`config.mk`:
```
export PLATFORM = sky130hd
export DESIGN_NAME = wfg_drive_spi_mc
export DESIGN_NICKNAME = d
export VERILOG_FILES = /design/src/rtl/wfg_drive_spi_mc.sv
export SDC_FILE = /design/constraint.sdc
export NUM_CORES = 1
export LEC_CHECK = 0
export CAP_MARGIN = 20
export CORE_UTILIZATION = 54
export CTS_CLUSTER_DIAMETER = 120
export CTS_CLUSTER_SIZE = 14
export DETAILED_ROUTE_END_ITERATION = 6
export PLACE_DENSITY = 0.8
export SYNTH_ARGS = -nofsm -noshare
export SYNTH_HDL_FRONTEND = slang
export SYNTH_SLANG_ARGS = --single-unit
```
`constraint.sdc`:
```
create_clock -name wb_clk_i -period 6.3 [get_ports wb_clk_i]
set_clock_uncertainty 0.05 [all_clocks]
set_input_delay 1.575 -clock wb_clk_i [delete_from_list [all_inputs] [get_ports wb_clk_i]]
set_output_delay 1.575 -clock wb_clk_i [all_outputs]
set_load 0.01 [all_outputs]
```
`src/rtl/wfg_drive_spi_mc.sv`:
```
// wfg_drive_spi_mc: single-word SPI master driven from an AXI-Stream source.
// A word is latched together with its configuration, waits for a pattern sync
// pulse, then is shifted out with programmable CPOL/CPHA/bit order/CS.
// Optional feature macro: WFG_DRIVE_SPI_MC_CS_HOLD_EN keeps CS asserted between
// the words of a packet (released after a tlast=1 word or on abort).
module wfg_drive_spi_mc #(
  parameter int AXIS_DATA_WIDTH = 32,
  parameter int NUM_CS          = 4,
  parameter int DIV_WIDTH       = 8,
  localparam int LEN_W          = $clog2(AXIS_DATA_WIDTH),
  localparam int CS_W           = (NUM_CS > 1) ? $clog2(NUM_CS) : 1
) (
  input  logic                       wb_clk_i,
  input  logic                       wb_rst_i,
  input  logic                       wfg_pat_sync_i,
  output logic                       wfg_axis_tready_o,
  input  logic                       wfg_axis_tvalid_i,
  input  logic                       wfg_axis_tlast_i,
  input  logic [AXIS_DATA_WIDTH-1:0] wfg_axis_tdata_i,
  input  logic                       ctrl_en_q_i,
  input  logic [DIV_WIDTH-1:0]       clkcfg_div_q_i,
  input  logic                       cfg_cpol_q_i,
  input  logic                       cfg_cpha_q_i,
  input  logic                       cfg_lsbfirst_q_i,
  input  logic                       cfg_sspol_q_i,
  input  logic [LEN_W-1:0]           cfg_frame_len_q_i,
  input  logic [CS_W-1:0]            cfg_cs_sel_q_i,
  output logic                       wfg_drive_spi_sclk_o,
  output logic                       wfg_drive_spi_sdo_o,
  output logic                       wfg_drive_spi_sdo_en_o,
  output logic [NUM_CS-1:0]          wfg_drive_spi_cs_no,
  output logic                       busy_o
);

  typedef enum logic [2:0] {
    ST_IDLE,
    ST_LOADED,
    ST_SETUP,
    ST_SHIFT,
    ST_HOLD
  } state_t;

  state_t               state_q, state_d;
  logic [DIV_WIDTH-1:0] cnt_q, cnt_d;     // counts down H-1 .. 0 for one half period
  logic [LEN_W-1:0]     bit_q, bit_d;     // index of the bit being sent (0 = first)
  logic                 half_q, half_d;   // 0 = first half of a bit, 1 = second half
  logic                 hold_q, hold_d;   // CS kept asserted while idle between words

  // Shadow copy of the word and its configuration, frozen for the whole frame.
  logic [AXIS_DATA_WIDTH-1:0] sh_data_q, sh_data_d;
  logic                       sh_cpol_q, sh_cpol_d;
  logic                       sh_cpha_q, sh_cpha_d;
  logic                       sh_lsb_q, sh_lsb_d;
  logic                       sh_sspol_q, sh_sspol_d;
  logic [LEN_W-1:0]           sh_len_q, sh_len_d;
  logic [CS_W-1:0]            sh_sel_q, sh_sel_d;
  logic [DIV_WIDTH-1:0]       sh_div_q, sh_div_d;
`ifdef WFG_DRIVE_SPI_MC_CS_HOLD_EN
  logic                       sh_last_q, sh_last_d;
`else
  logic                       unused_tlast;
  assign unused_tlast = wfg_axis_tlast_i;
`endif

  // Registered outputs and their next values.
  logic              tready_q, tready_d;
  logic              busy_q, busy_d;
  logic              sclk_q, sclk_d;
  logic              sdo_q, sdo_d;
  logic              sdo_en_q, sdo_en_d;
  logic [NUM_CS-1:0] cs_q, cs_d;
  logic              framing, cs_act, cs_pol;
  logic [LEN_W-1:0]  bit_idx;

  // Next-state logic: word capture, sync wait, half-period sequencing, abort.
  always_comb begin
    state_d    = state_q;
    cnt_d      = cnt_q;
    bit_d      = bit_q;
    half_d     = half_q;
    hold_d     = hold_q;
    sh_data_d  = sh_data_q;
    sh_cpol_d  = sh_cpol_q;
    sh_cpha_d  = sh_cpha_q;
    sh_lsb_d   = sh_lsb_q;
    sh_sspol_d = sh_sspol_q;
    sh_len_d   = sh_len_q;
    sh_sel_d   = sh_sel_q;
    sh_div_d   = sh_div_q;
`ifdef WFG_DRIVE_SPI_MC_CS_HOLD_EN
    sh_last_d  = sh_last_q;
`endif
    case (state_q)
      ST_IDLE: begin
        if (wfg_axis_tvalid_i && tready_q) begin
          sh_data_d  = wfg_axis_tdata_i;
          sh_cpol_d  = cfg_cpol_q_i;
          sh_cpha_d  = cfg_cpha_q_i;
          sh_lsb_d   = cfg_lsbfirst_q_i;
          sh_sspol_d = cfg_sspol_q_i;
          sh_len_d   = cfg_frame_len_q_i;
          sh_sel_d   = cfg_cs_sel_q_i;
          sh_div_d   = clkcfg_div_q_i;
`ifdef WFG_DRIVE_SPI_MC_CS_HOLD_EN
          sh_last_d  = wfg_axis_tlast_i;
`endif
          state_d    = ST_LOADED;
        end
      end
      ST_LOADED: begin
        if (wfg_pat_sync_i) begin
          state_d = ST_SETUP;
          cnt_d   = sh_div_q;
          bit_d   = '0;
          half_d  = 1'b0;
        end
      end
      ST_SETUP: begin
        if (cnt_q == '0) begin
          state_d = ST_SHIFT;
          cnt_d   = sh_div_q;
        end else begin
          cnt_d = cnt_q - DIV_WIDTH'(1);
        end
      end
      ST_SHIFT: begin
        if (cnt_q == '0) begin
          cnt_d = sh_div_q;
          if (!half_q) begin
            half_d = 1'b1;
          end else if (bit_q == sh_len_q) begin
            state_d = ST_HOLD;
          end else begin
            bit_d  = bit_q + LEN_W'(1);
            half_d = 1'b0;
          end
        end else begin
          cnt_d = cnt_q - DIV_WIDTH'(1);
        end
      end
      ST_HOLD: begin
        if (cnt_q == '0) begin
          state_d = ST_IDLE;
`ifdef WFG_DRIVE_SPI_MC_CS_HOLD_EN
          hold_d  = !sh_last_q;
`else
          hold_d  = 1'b0;
`endif
        end else begin
          cnt_d = cnt_q - DIV_WIDTH'(1);
        end
      end
      default: state_d = ST_IDLE;
    endcase
    // Disabling the core drops any word in flight and releases CS.
    if (!ctrl_en_q_i) begin
      hold_d = 1'b0;
      if (state_q != ST_IDLE) state_d = ST_IDLE;
    end
  end

  // Output values derived from the next state so every output is a flop.
  always_comb begin
    framing  = (state_d == ST_SETUP) || (state_d == ST_SHIFT) || (state_d == ST_HOLD);
    tready_d = (state_d == ST_IDLE) && ctrl_en_q_i;
    busy_d   = (state_d != ST_IDLE);
    sdo_en_d = framing;
    cs_act   = framing || hold_d;
    cs_pol   = (state_d == ST_IDLE && !hold_d) ? cfg_sspol_q_i : sh_sspol_d;
    bit_idx  = sh_lsb_d ? bit_d : (sh_len_d - bit_d);
    sdo_d    = 1'b0;
    sclk_d   = sh_cpol_d;
    case (state_d)
      ST_IDLE:  sclk_d = cfg_cpol_q_i;
      ST_SETUP: sdo_d  = sh_data_d[bit_idx];
      ST_SHIFT: begin
        sdo_d  = sh_data_d[bit_idx];
        sclk_d = sh_cpol_d ^ sh_cpha_d ^ half_d;
      end
      ST_HOLD:  sdo_d  = sdo_q;
      default:  sdo_d  = 1'b0;
    endcase
  end

  // One CS line per index; only the selected in-range index goes active.
  generate
    for (genvar gi = 0; gi < NUM_CS; gi++) begin : g_cs
      assign cs_d[gi] = (cs_act && (sh_sel_d == CS_W'(gi))) ? cs_pol : ~cs_pol;
    end
  endgenerate

  // State, counters and shadow registers.
  always_ff @(posedge wb_clk_i) begin
    if (wb_rst_i) begin
      state_q    <= ST_IDLE;
      cnt_q      <= '0;
      bit_q      <= '0;
      half_q     <= 1'b0;
      hold_q     <= 1'b0;
      sh_data_q  <= '0;
      sh_cpol_q  <= 1'b0;
      sh_cpha_q  <= 1'b0;
      sh_lsb_q   <= 1'b0;
      sh_sspol_q <= 1'b0;
      sh_len_q   <= '0;
      sh_sel_q   <= '0;
      sh_div_q   <= '0;
`ifdef WFG_DRIVE_SPI_MC_CS_HOLD_EN
      sh_last_q  <= 1'b0;
`endif
    end else begin
      state_q    <= state_d;
      cnt_q      <= cnt_d;
      bit_q      <= bit_d;
      half_q     <= half_d;
      hold_q     <= hold_d;
      sh_data_q  <= sh_data_d;
      sh_cpol_q  <= sh_cpol_d;
      sh_cpha_q  <= sh_cpha_d;
      sh_lsb_q   <= sh_lsb_d;
      sh_sspol_q <= sh_sspol_d;
      sh_len_q   <= sh_len_d;
      sh_sel_q   <= sh_sel_d;
      sh_div_q   <= sh_div_d;
`ifdef WFG_DRIVE_SPI_MC_CS_HOLD_EN
      sh_last_q  <= sh_last_d;
`endif
    end
  end

  // Output registers.
  always_ff @(posedge wb_clk_i) begin
    if (wb_rst_i) begin
      tready_q <= 1'b0;
      busy_q   <= 1'b0;
      sclk_q   <= 1'b0;
      sdo_q    <= 1'b0;
      sdo_en_q <= 1'b0;
      cs_q     <= '1;
    end else begin
      tready_q <= tready_d;
      busy_q   <= busy_d;
      sclk_q   <= sclk_d;
      sdo_q    <= sdo_d;
      sdo_en_q <= sdo_en_d;
      cs_q     <= cs_d;
    end
  end

  assign wfg_axis_tready_o      = tready_q;
  assign busy_o                 = busy_q;
  assign wfg_drive_spi_sclk_o   = sclk_q;
  assign wfg_drive_spi_sdo_o    = sdo_q;
  assign wfg_drive_spi_sdo_en_o = sdo_en_q;
  assign wfg_drive_spi_cs_no    = cs_q;

endmodule

```
== After elaboration in Yosys (flattened, before gate mapping) ==
Index checks and enable logic that the tools add are counted.
Operators by class
  add/subtract/negate cells: 3
  multiply operators: 0
  divide/modulo/power cells: 0
  order comparisons: 1
  equal/unequal tests: 13
  shift operators: 0
  mux-type cells: 51
  bitwise operators: 3
  reduce and logical (&&, ||, !) cells: 22
Operators by type and width (number)
  2-to-1 mux 32 bit: 2
  2-to-1 mux 5 bit: 7
  2-to-1 mux 3 bit: 9
  2-to-1 mux 8 bit: 3
  case mux 8 bit (3 select lines): 1
  2-to-1 mux 1 bit: 21
  case mux 3 bit (5 select lines): 1
  == test 3 x 2 -> 1 bit, second input constant: 4
  case mux 5 bit (2 select lines): 1
  nonzero test 3 bit: 3
  zero test 8 bit: 1
  subtractor 8 x 1 -> 8 bit, second input constant: 1
  logical AND 1 bit: 7
  == test 3 bit, second input constant: 2
  zero test 3 bit: 2
  < comparator 5 x 6 -> 1 bit, second input constant: 1
  case mux 1 bit (2 select lines): 3
  adder 5 x 1 -> 5 bit, second input constant: 1
  binary-select mux 1 bit (select 5 bit): 1
  == test 5 bit: 1
  subtractor 5 bit: 1
  == test 2 bit, second input constant: 2
  2-to-1 mux 2 bit: 2
  inequality test 2 bit, second input constant: 2
  other kinds (10): 14
Word-level totals
  register bits after elaboration: 78
  bits in latches: 0
  bits in writable memories: 0
  memory bits (read-only): 0
  bits of input ports: 57
  logic and storage cells: 112
  memories kept: 0

== Longest topological paths before layout ==
Gate-level depths: netlist (run 1).
  depth after elaboration: 13
  gate-level depth with buffers: 20
  gate-level depth less buffers: 18

== Worst setup path after synthesis (run 1) ==
No wires, ideal clock.
  path type: input -> register
  from: input wfg_axis_tvalid_i
  to: register sdo_q, in the netlist wfg_drive_spi_sdo_o
  arrival: 5.178 ns
  required time: 6.125 ns
  setup slack: 0.947 ns
  cell stages on the path: 18
  buffers on the path: 6
  cell sequence: and4_1 -> buf_2 -> clkbuf_1 -> clkbuf_1 -> clkbuf_1 -> mux2i_1 -> ha_1 -> inv_1 -> fa_1 -> nor2_1 -> a21o_1 -> buf_6 -> buf_6 -> mux2i_1 -> a221oi_1 -> a311o_1 -> a32oi_1 -> o41ai_1
Between the ends
  longest elaborated chain between the ends: 8
  elaborated cells between the ends (all ways): 20
  classes of those cells: add/sub: 1; eq/ne: 3; mux: 14; reduce/logical: 2
RTL lines
  from (decl): RTL line 17  | input logic wfg_axis_tvalid_i,
  logical AND 1 bit *: RTL line 95  | if (wfg_axis_tvalid_i && tready_q) begin
  2-to-1 mux 5 bit or 2-to-1 mux 3 bit (tied branches): RTL line 95
  2-to-1 mux 5 bit or case mux 3 bit (5 select lines) (tied branches): RTL line 93  | case (state_q)
  subtractor 5 bit or 2-to-1 mux 3 bit (tied branches): RTL line 170, 158
  2-to-1 mux 5 bit or 2-to-1 mux 3 bit (tied branches): RTL line 170, 156
  binary-select mux 1 bit (select 5 bit) or == test 3 x 2 -> 1 bit (tied branches): RTL line 175, 177, 173
  2-to-1 mux 1 bit (not written as such) or OR reduction 2 bit (tied branches)
  case mux 1 bit (2 select lines): RTL line 173  | case (state_d)
  to (signal assigned): RTL line 244  | sdo_q <= sdo_d;
  to (decl): RTL line 69  | logic sdo_q, sdo_d;
Every way passes the cells marked *; elsewhere a longest branch is shown, timed or not. The select of a mux whose other input is x is not followed.
A chain may end at the register's enable or synchronous reset.

== Worst setup path in the final report (run 1) ==
  from: input wfg_pat_sync_i
  to: register sdo_q, in the netlist wfg_drive_spi_sdo_o
Between the ends
  longest elaborated chain between the ends: 7
  elaborated cells between the ends (all ways): 15
  classes of those cells: add/sub: 1; eq/ne: 3; mux: 10; reduce/logical: 1
RTL lines
  from (decl): RTL line 15  | input logic wfg_pat_sync_i,
  2-to-1 mux 5 bit *: RTL line 111  | if (wfg_pat_sync_i) begin
  case mux 5 bit (2 select lines) *: RTL line 93
  via bit_d[0]: RTL line 45  | logic [LEN_W-1:0] bit_q, bit_d;
  subtractor 5 bit: RTL line 170  | bit_idx = sh_lsb_d ? bit_d : (sh_len_d - bit_d);
  2-to-1 mux 5 bit *: RTL line 170
  binary-select mux 1 bit (select 5 bit) *: RTL line 175, 177
  2-to-1 mux 1 bit (not written as such) *: RTL line 175, 177
  case mux 1 bit (2 select lines) *: RTL line 173
The timed path passes the listed nets; every way through them passes the cells marked *. The select of a mux whose other input is x is not followed.

==> results.json, run 1 <==
{
  "critical_path.startpoint_type": "input pin",
  "nNetsFinal": 661,
  "antenna_left": 0,
  "post-route-util_pct": 68.2,
  "tritoncts": "yes",
  "grtUsageMet2_pct": 45.3,
  "drive_gt1_share_pct": 6.82,
  "sequential_area_um2": 1560,
  "timing.critical_path.slowest_cell_delay_ns": 0.52,
  "critical_path.cell_chain": "clkdlybuf4s50_1, nor2_1, nor3b_1, o21ai_0, a22o_1, ha_1, inv_1, fa_1, nor2_1, a21o_1, buf_4, buf_4, nand2_1, a21oi_1, or4_1, nand3_1, o41ai_1",
  "result_of_the_run": "complete, no violations",
  "cts.path.max_buffers": 2,
  "num_vias": 3979,
  "design.core.area_um2": 7330,
  "wirelength_mm": 9.73,
  "post_syn_instances": 546,
  "number_of_global_route_vias_before_repair": 3622,
  "cp.required_ns": 6.49,
  "tritoncts_num_sinks": 78,
  "chipHeight_um": 89.7,
  "yosys_warnings": 0,
  "avgSynthCellArea_um2": 7.60,
  "place.port_buffers": 64,
  "swShare_pct": 28.8,
  "multi_input_area_um2": 2390,
  "synth-seq-area-share_pct": 37.6,
  "power.density_nw_per_um2": 207,
  "postSynth.topFlopCell": "sky130_fd_sc_hd__dfxtp_1",
  "grt_setup_unrepaired": "false",
  "ys_seq_elements": 78,
  "grt-busiest-layer": "met2",
  "slew_headroom_pct": 48.0,
  "antenna_found_initial": 0,
  "setup-tns-final_ns": 0,
  "route.detailed.vias_per_inst": 5.68,
  "dpl.cell_count": 683,
  "synth_fp_nets": 611,
  "antennaDiodeCount": 0,
  "clkTransAtPathRegs_ns": 0.08,
  "die_x_um": 89.7,
  "final_max_tran_viols": 0,
  "comb_power_share_pct": 16.9,
  "max_slew.worst_pin.slew_ns": 0.780,
  "timing_worst_setup_path_type": "input pin to flop",
  "postSynth.asyncResetShare_pct": 0,
  "power_frac_seq_pct": 50.0,
  "clk_latency_ns": 0.35,
  "drt_iter0_drc": 220,
  "routedWlPerCell_um": 13.9,
  "initial_utilization_pct": 56.6,
  "mostFrequentLayoutCell": "sky130_fd_sc_hd__nand2_1",
  "yosysUniqueCellTypes": 61,
  "switching_power_uw": 298,
  "synth_enable_flop_cells": 0,
  "cts_hold_repair.buffers": 0,
  "final.fill_count": 615,
  "slowest_stage": "sky130_fd_sc_hd__clkdlybuf4s50_1",
  "mostFrequentLayoutCells": "sky130_fd_sc_hd__nand2_1, sky130_fd_sc_hd__dfxtp_1, sky130_fd_sc_hd__a21oi_1",
  "worstPathMaxFanout": 12,
  "clk_root_buffer_cell": "sky130_fd_sc_hd__clkbuf_8",
  "first_pass_grt_wire_length_mm": 16.3,
  "max_cap_viol_count": 0,
  "finalCriticalPeriod_ns": 5.34,
  "fp-row-count": 31,
  "remaining_drc_errors": 0,
  "worst_hold_path_type": "flop to flop",
  "gr_util_met3_pct": 4.11,
  "period_share_pct": 84.7,
  "final_area_um2": 5000,
  "firstDrtPassIters": 4,
  "number_of_clock_buffers_inserted_by_tritoncts": 9,
  "intPower_uw": 738,
  "stdcell_count": 700,
  "final.setup.worst_slack_ns": 0.964,
  "weighted_congestion_reported_at_the_end_of_routability_driven_placement": 0.909,
  "htree_levels": 3,
  "synth_area_um2": 4150,
  "setup.worst_path.end_class": "flop",
  "gr-usage-met1_pct": 33.0,
  "post_dp_cell_area_um2": 4810,
  "synthToLayoutAreaGrowth_pct": 20.4,
  "cts_repair_resize_count": 0,
  "static-leakage-power_uw": 0.00183,
  "clock_power_share_pct": 33.1,
  "fmaxAchievable_mhz": 187,
  "pin_count_of_the_biggest_net_entering_global_routing": 57,
  "number_of_buffers_inserted_by_post_cts_setup_repair": 0,
  "floorplan.die_area_um2": 8040,
  "hold_violation_total_from_the_final_report": 0,
  "dpl.hpwl_mm": 6.94,
  "pre_cts_ws_ns": 0.725,
  "globalRoute.totalOverflow": 0,
  "cp_data_arrival_time_ns": 5.53,
  "grt.total_usage_pct": 26.2,
  "design.portCount": 66,
  "worst_ir_drop_vdd_uv": 126,
  "setup_viol_count_final": 0
}
-- kinds of logic after synthesis --
kind of cell    share of synthesized area (%)
simple gates                             25.3
compound gates                           22.6
flops                                    37.6
buf+inv                                  4.73
mux                                      4.91
xor+xnor                                 2.32
fa+ha+maj                                2.59
-- metrics by stage --
| step | hold WS [ns] | power [uW] |
|---|---|---|
| global placement | 0.389 | 701 |
| floorplan | 0.383 | 635 |
| global route | 0.425 | 1090 |
| CTS | 0.408 | 1040 |
| finish | 0.408 | 1040 |
| detailed placement | 0.397 | 704 |
-- path summary, 6_finish.rpt --
path                            cells past startpoint  slack, ns                  end      startpoint
worst min-delay path                                2       0.41        sh_data_q[18]   sh_data_q[18]
worst max register to register                     17       1.81  wfg_drive_spi_sdo_o        cnt_q[3]
worst min register to register                      2       0.41        sh_data_q[18]   sh_data_q[18]
worst max-delay path                               17       0.96  wfg_drive_spi_sdo_o  wfg_pat_sync_i
-- routing by layer --
| metal | vias to the layer above | share of wire, % |
|---|---|---|
| li1 | 2019 | - |
| met1 | 1827 | 44 |
| met2 | 117 | 50 |
| met3 | 16 | 4.6 |
| met4 | 0 | 1.8 |
| met5 | - | 0 |
-- power groups by stage --
stage	combinational, uW	sequential [uW]	clock, uW
final	175	518	343
after global routing	194	520	374
after CTS	175	518	349
after detailed placement	175	530	0
after global placement	172	529	0
after floorplan	107	528	0
-- sequential cells by signal (all words and copies together) (netlist names), 2 cells and up --
register / count
bit_q: 5
cnt_q: 8
sh_len_q: 5
sh_div_q: 8
state_q: 3
sh_sel_q: 2
sh_data_q: 32
wfg_drive_spi_cs_no: 4
-- critical path, delay by kind of cell --
kind / cells / cell delay [ns]
buffers and inverters: 4 / 1.05
AOI/OAI and AO/OA: 5 / 1.23
and+or+nand+nor: 6 / 1.04
adders and majority gates: 2 / 0.62
-- Yosys cell counts, types with 3 or more instances --
cell type                  number  area (um2)
sky130_fd_sc_hd__nor2_1        31         116
sky130_fd_sc_hd__a21oi_1       70         350
sky130_fd_sc_hd__ha_1           7        87.6
sky130_fd_sc_hd__a221oi_1       4        35.0
sky130_fd_sc_hd__a211oi_1       9        67.6
sky130_fd_sc_hd__dfxtp_1       78        1560
sky130_fd_sc_hd__a21o_1         3        22.5
sky130_fd_sc_hd__xor2_1         8        70.1
sky130_fd_sc_hd__nor2b_1        5        31.3
sky130_fd_sc_hd__nand2_1      147         552
sky130_fd_sc_hd__nor3_1         4        20.0
sky130_fd_sc_hd__nand3_1       19        95.1
sky130_fd_sc_hd__nand2b_1       5        31.3
sky130_fd_sc_hd__inv_1          9        33.8
sky130_fd_sc_hd__mux2i_1       17         170
sky130_fd_sc_hd__a31oi_1        3        18.8
sky130_fd_sc_hd__a311o_1        5        50.1
sky130_fd_sc_hd__a22oi_1        4        30.0
sky130_fd_sc_hd__clkbuf_1      25        93.8
sky130_fd_sc_hd__buf_4          3        22.5
sky130_fd_sc_hd__o21ai_0       25         125
sky130_fd_sc_hd__nand4_1        4        25.0
sky130_fd_sc_hd__xnor2_1        3        26.3
sky130_fd_sc_hd__a211o_1        3        26.3
sky130_fd_sc_hd__nor3b_1        4        30.0
sky130_fd_sc_hd__and3_1         4        25.0
sky130_fd_sc_hd__buf_2          4        20.0
-- area by class of cell --
class	instances	share of cell area (%)
multi-input combinational	424	47.9
sequential	78	31.2
timing repair buffer	73	14.0
clock buffer	9	2.48
tap	99	2.48
clock inverter	7	1.15
inverter	10	0.751
Note: power is estimated with default switching activity, not from simulation.
==> inputs of run 2 (changes only) <==
CORE_UTILIZATION = 49   (was 54)
PLACE_DENSITY = 0.77   (was 0.8)
clock period = 4.6 ns   (was 6.3 ns; I/O delays follow)
==> run 2 against run 1 <==
Clock power is 58% higher. Critical path depth stayed put. Combinational power is 53% higher. Sequential power is 37% higher. Global-route usage is 2.1 points lower. Die area is 10% higher. Setup slack worse by 0.72 ns. Critical path type unchanged. Largest cell class unchanged.
==> results.json, run 2 (synthesis results as in run 1) <==
{
  "first_pass_grt_wire_length_mm": 16.7,
  "crit-reg2reg-capture": "wfg_drive_spi_sdo_o",
  "worstPathMaxFanout": 5,
  "wirelength_mm": 10.2,
  "timing.critical_path.slowest_cell_delay_ns": 0.50,
  "clk_latency_ns": 0.36,
  "period_share_pct": 94.7,
  "swShare_pct": 27.5,
  "tritoncts_num_sinks": 78,
  "pin_count_of_the_biggest_net_entering_global_routing": 60,
  "reg2reg_depth": 16,
  "critical_path.startpoint_type": "input pin",
  "synthToLayoutAreaGrowth_pct": 25.9,
  "globalRoute.totalOverflow": 0,
  "rr_startpoint": "cnt_q[3]",
  "cp_data_arrival_time_ns": 4.57,
  "mostFrequentLayoutCell": "sky130_fd_sc_hd__nand2_1",
  "hold_violation_total_from_the_final_report": 0,
  "fp-row-count": 33,
  "slew_headroom_pct": 56.5,
  "mostFrequentLayoutCells": "sky130_fd_sc_hd__nand2_1, sky130_fd_sc_hd__dfxtp_1, sky130_fd_sc_hd__a21oi_1",
  "cts_repair_resize_count": 0,
  "largest_registers": "sh_data_q x32, cnt_q x8, sh_div_q x8",
  "grt.total_usage_pct": 24.2,
  "nNetsFinal": 680,
  "largest_register_ff_count": 32,
  "power.density_nw_per_um2": 291,
  "static-leakage-power_uw": 0.00196,
  "routedWlPerCell_um": 14.0,
  "remaining_drc_errors": 0,
  "worst_ir_drop_vdd_uv": 133,
  "grt_setup_unrepaired": "false",
  "route.detailed.vias_per_inst": 5.60,
  "weighted_congestion_reported_at_the_end_of_routability_driven_placement": 0.924,
  "floorplan.die_area_um2": 8840,
  "finalCriticalPeriod_ns": 4.35,
  "path_delay_family": "compound AO/OA/AOI/OAI gates",
  "critical_path.cell_chain": "clkdlybuf4s50_1, nor2_1, nor3b_2, buf_4, o21ai_0, a22o_1, ha_1, inv_1, fa_2, nor2_4, a21o_1, buf_4, mux2i_1, a221oi_2, a311o_1, nand3_1, o41ai_1",
  "dpl.hpwl_mm": 7.23,
  "design.core.area_um2": 8220,
  "antenna_left": 0,
  "dpl.cell_count": 708,
  "setup_viol_count_final": 0,
  "clkTransAtPathRegs_ns": 0.09,
  "clock_power_share_pct": 35.7,
  "report.power.total_uw": 1520,
  "cp_num_buf_inv": 4,
  "final.setup.worst_slack_ns": 0.246,
  "number_of_global_route_vias_before_repair": 3671,
  "cts.path.max_buffers": 2,
  "cts_hold_repair.buffers": 0,
  "drive_gt1_share_pct": 10.2,
  "crit_cells": 17,
  "endpoint": "wfg_drive_spi_sdo_o",
  "antennaDiodeCount": 0,
  "slowest_stage": "sky130_fd_sc_hd__clkdlybuf4s50_1",
  "result_of_the_run": "complete, no violations",
  "final_max_tran_viols": 0,
  "chipHeight_um": 94.0,
  "reg2reg_slack_ns": 0.51,
  "power_frac_seq_pct": 46.7,
  "num_vias": 4062,
  "antenna_found_initial": 0,
  "comb_power_share_pct": 17.6,
  "max_slew.worst_pin.slew_ns": 0.652,
  "intPower_uw": 1100,
  "max_cap_viol_count": 0,
  "crit_top_cell": "sky130_fd_sc_hd__buf_4",
  "worstSetupStartpoint": "wfg_pat_sync_i",
  "pre_cts_ws_ns": -0.270,
  "stdcell_count": 725,
  "firstDrtPassIters": 4,
  "place.port_buffers": 64,
  "timing_worst_setup_path_type": "input pin to flop",
  "fmaxAchievable_mhz": 230,
  "design.portCount": 66,
  "die_x_um": 94.0,
  "registers.top_by_ff_count": "sh_data_q",
  "number_of_buffers_inserted_by_post_cts_setup_repair": 0,
  "cp.required_ns": 4.82,
  "switching_power_uw": 418,
  "worst_hold_path_type": "flop to flop",
  "setup.worst_path.end_class": "flop",
  "initial_utilization_pct": 50.5,
  "number_of_clock_buffers_inserted_by_tritoncts": 9,
  "drt_iter0_drc": 178,
  "htree_levels": 3,
  "tritoncts": "yes",
  "clk_root_buffer_cell": "sky130_fd_sc_hd__clkbuf_8"
}
==> run 2: power by group through the flow <==
stage	Clock [uW]	Combinational [uW]	Sequential (uW)
2_1_floorplan	0	147	724
4_1_cts	549	262	709
3_3_place_gp	0	255	724
6_report	542	267	709
3_5_place_dp	0	261	725
5_1_grt	582	293	712
==> run 2: area by class of cell <==
class                      instances  area (um2)
multi-input combinational        424        2420
timing repair buffer              92         866
clock buffer                      11         141
sequential                        78        1560
inverter                          10        37.5
tap                              105         131
fill                             737        2990
clock inverter                     5        66.3
==> run 2: worst min path at each step <==
stage,from,cells past startpoint,end
floorplan,sh_data_q[31],2,sh_data_q[31]
global placement,sh_data_q[29],2,sh_data_q[29]
detailed placement,sh_data_q[2],2,sh_data_q[2]
CTS,sh_data_q[2],2,sh_data_q[2]
global route,sh_div_q[2],2,sh_div_q[2]
finish,sh_data_q[0],2,sh_data_q[0]
==> run 2: per-layer routing <==
metal / vias up / global-route usage [%] / part of all wire [%]
met5: - / 0 / 0
met4: 0 / 12.6 / 2.5
met3: 23 / 4.45 / 5.3
met2: 126 / 40.4 / 48
met1: 1859 / 29.4 / 44
li1: 2054 / - / -
==> run 2: metrics by stage <==
stage | setup TNS [ns] | cell area (um2) | hold WS (ns) | util, %
floorplan | 0 | 4150 | 0.383 | -
global placement | -0.165 | 4970 | 0.389 | 60.5
detailed placement | -0.270 | 4970 | 0.397 | 60.5
CTS | 0 | 5180 | 0.408 | 63.1
global route | 0 | 5230 | 0.423 | 63.6
finish | 0 | 5230 | 0.408 | 63.6
==> run 2: tightest hold or removal path, stage by stage, from the launching register on <==
cell,delay (ns)
sky130_fd_sc_hd__dfxtp_1,0.31
sky130_fd_sc_hd__nand2_1,0.05
sky130_fd_sc_hd__a21oi_1,0.05
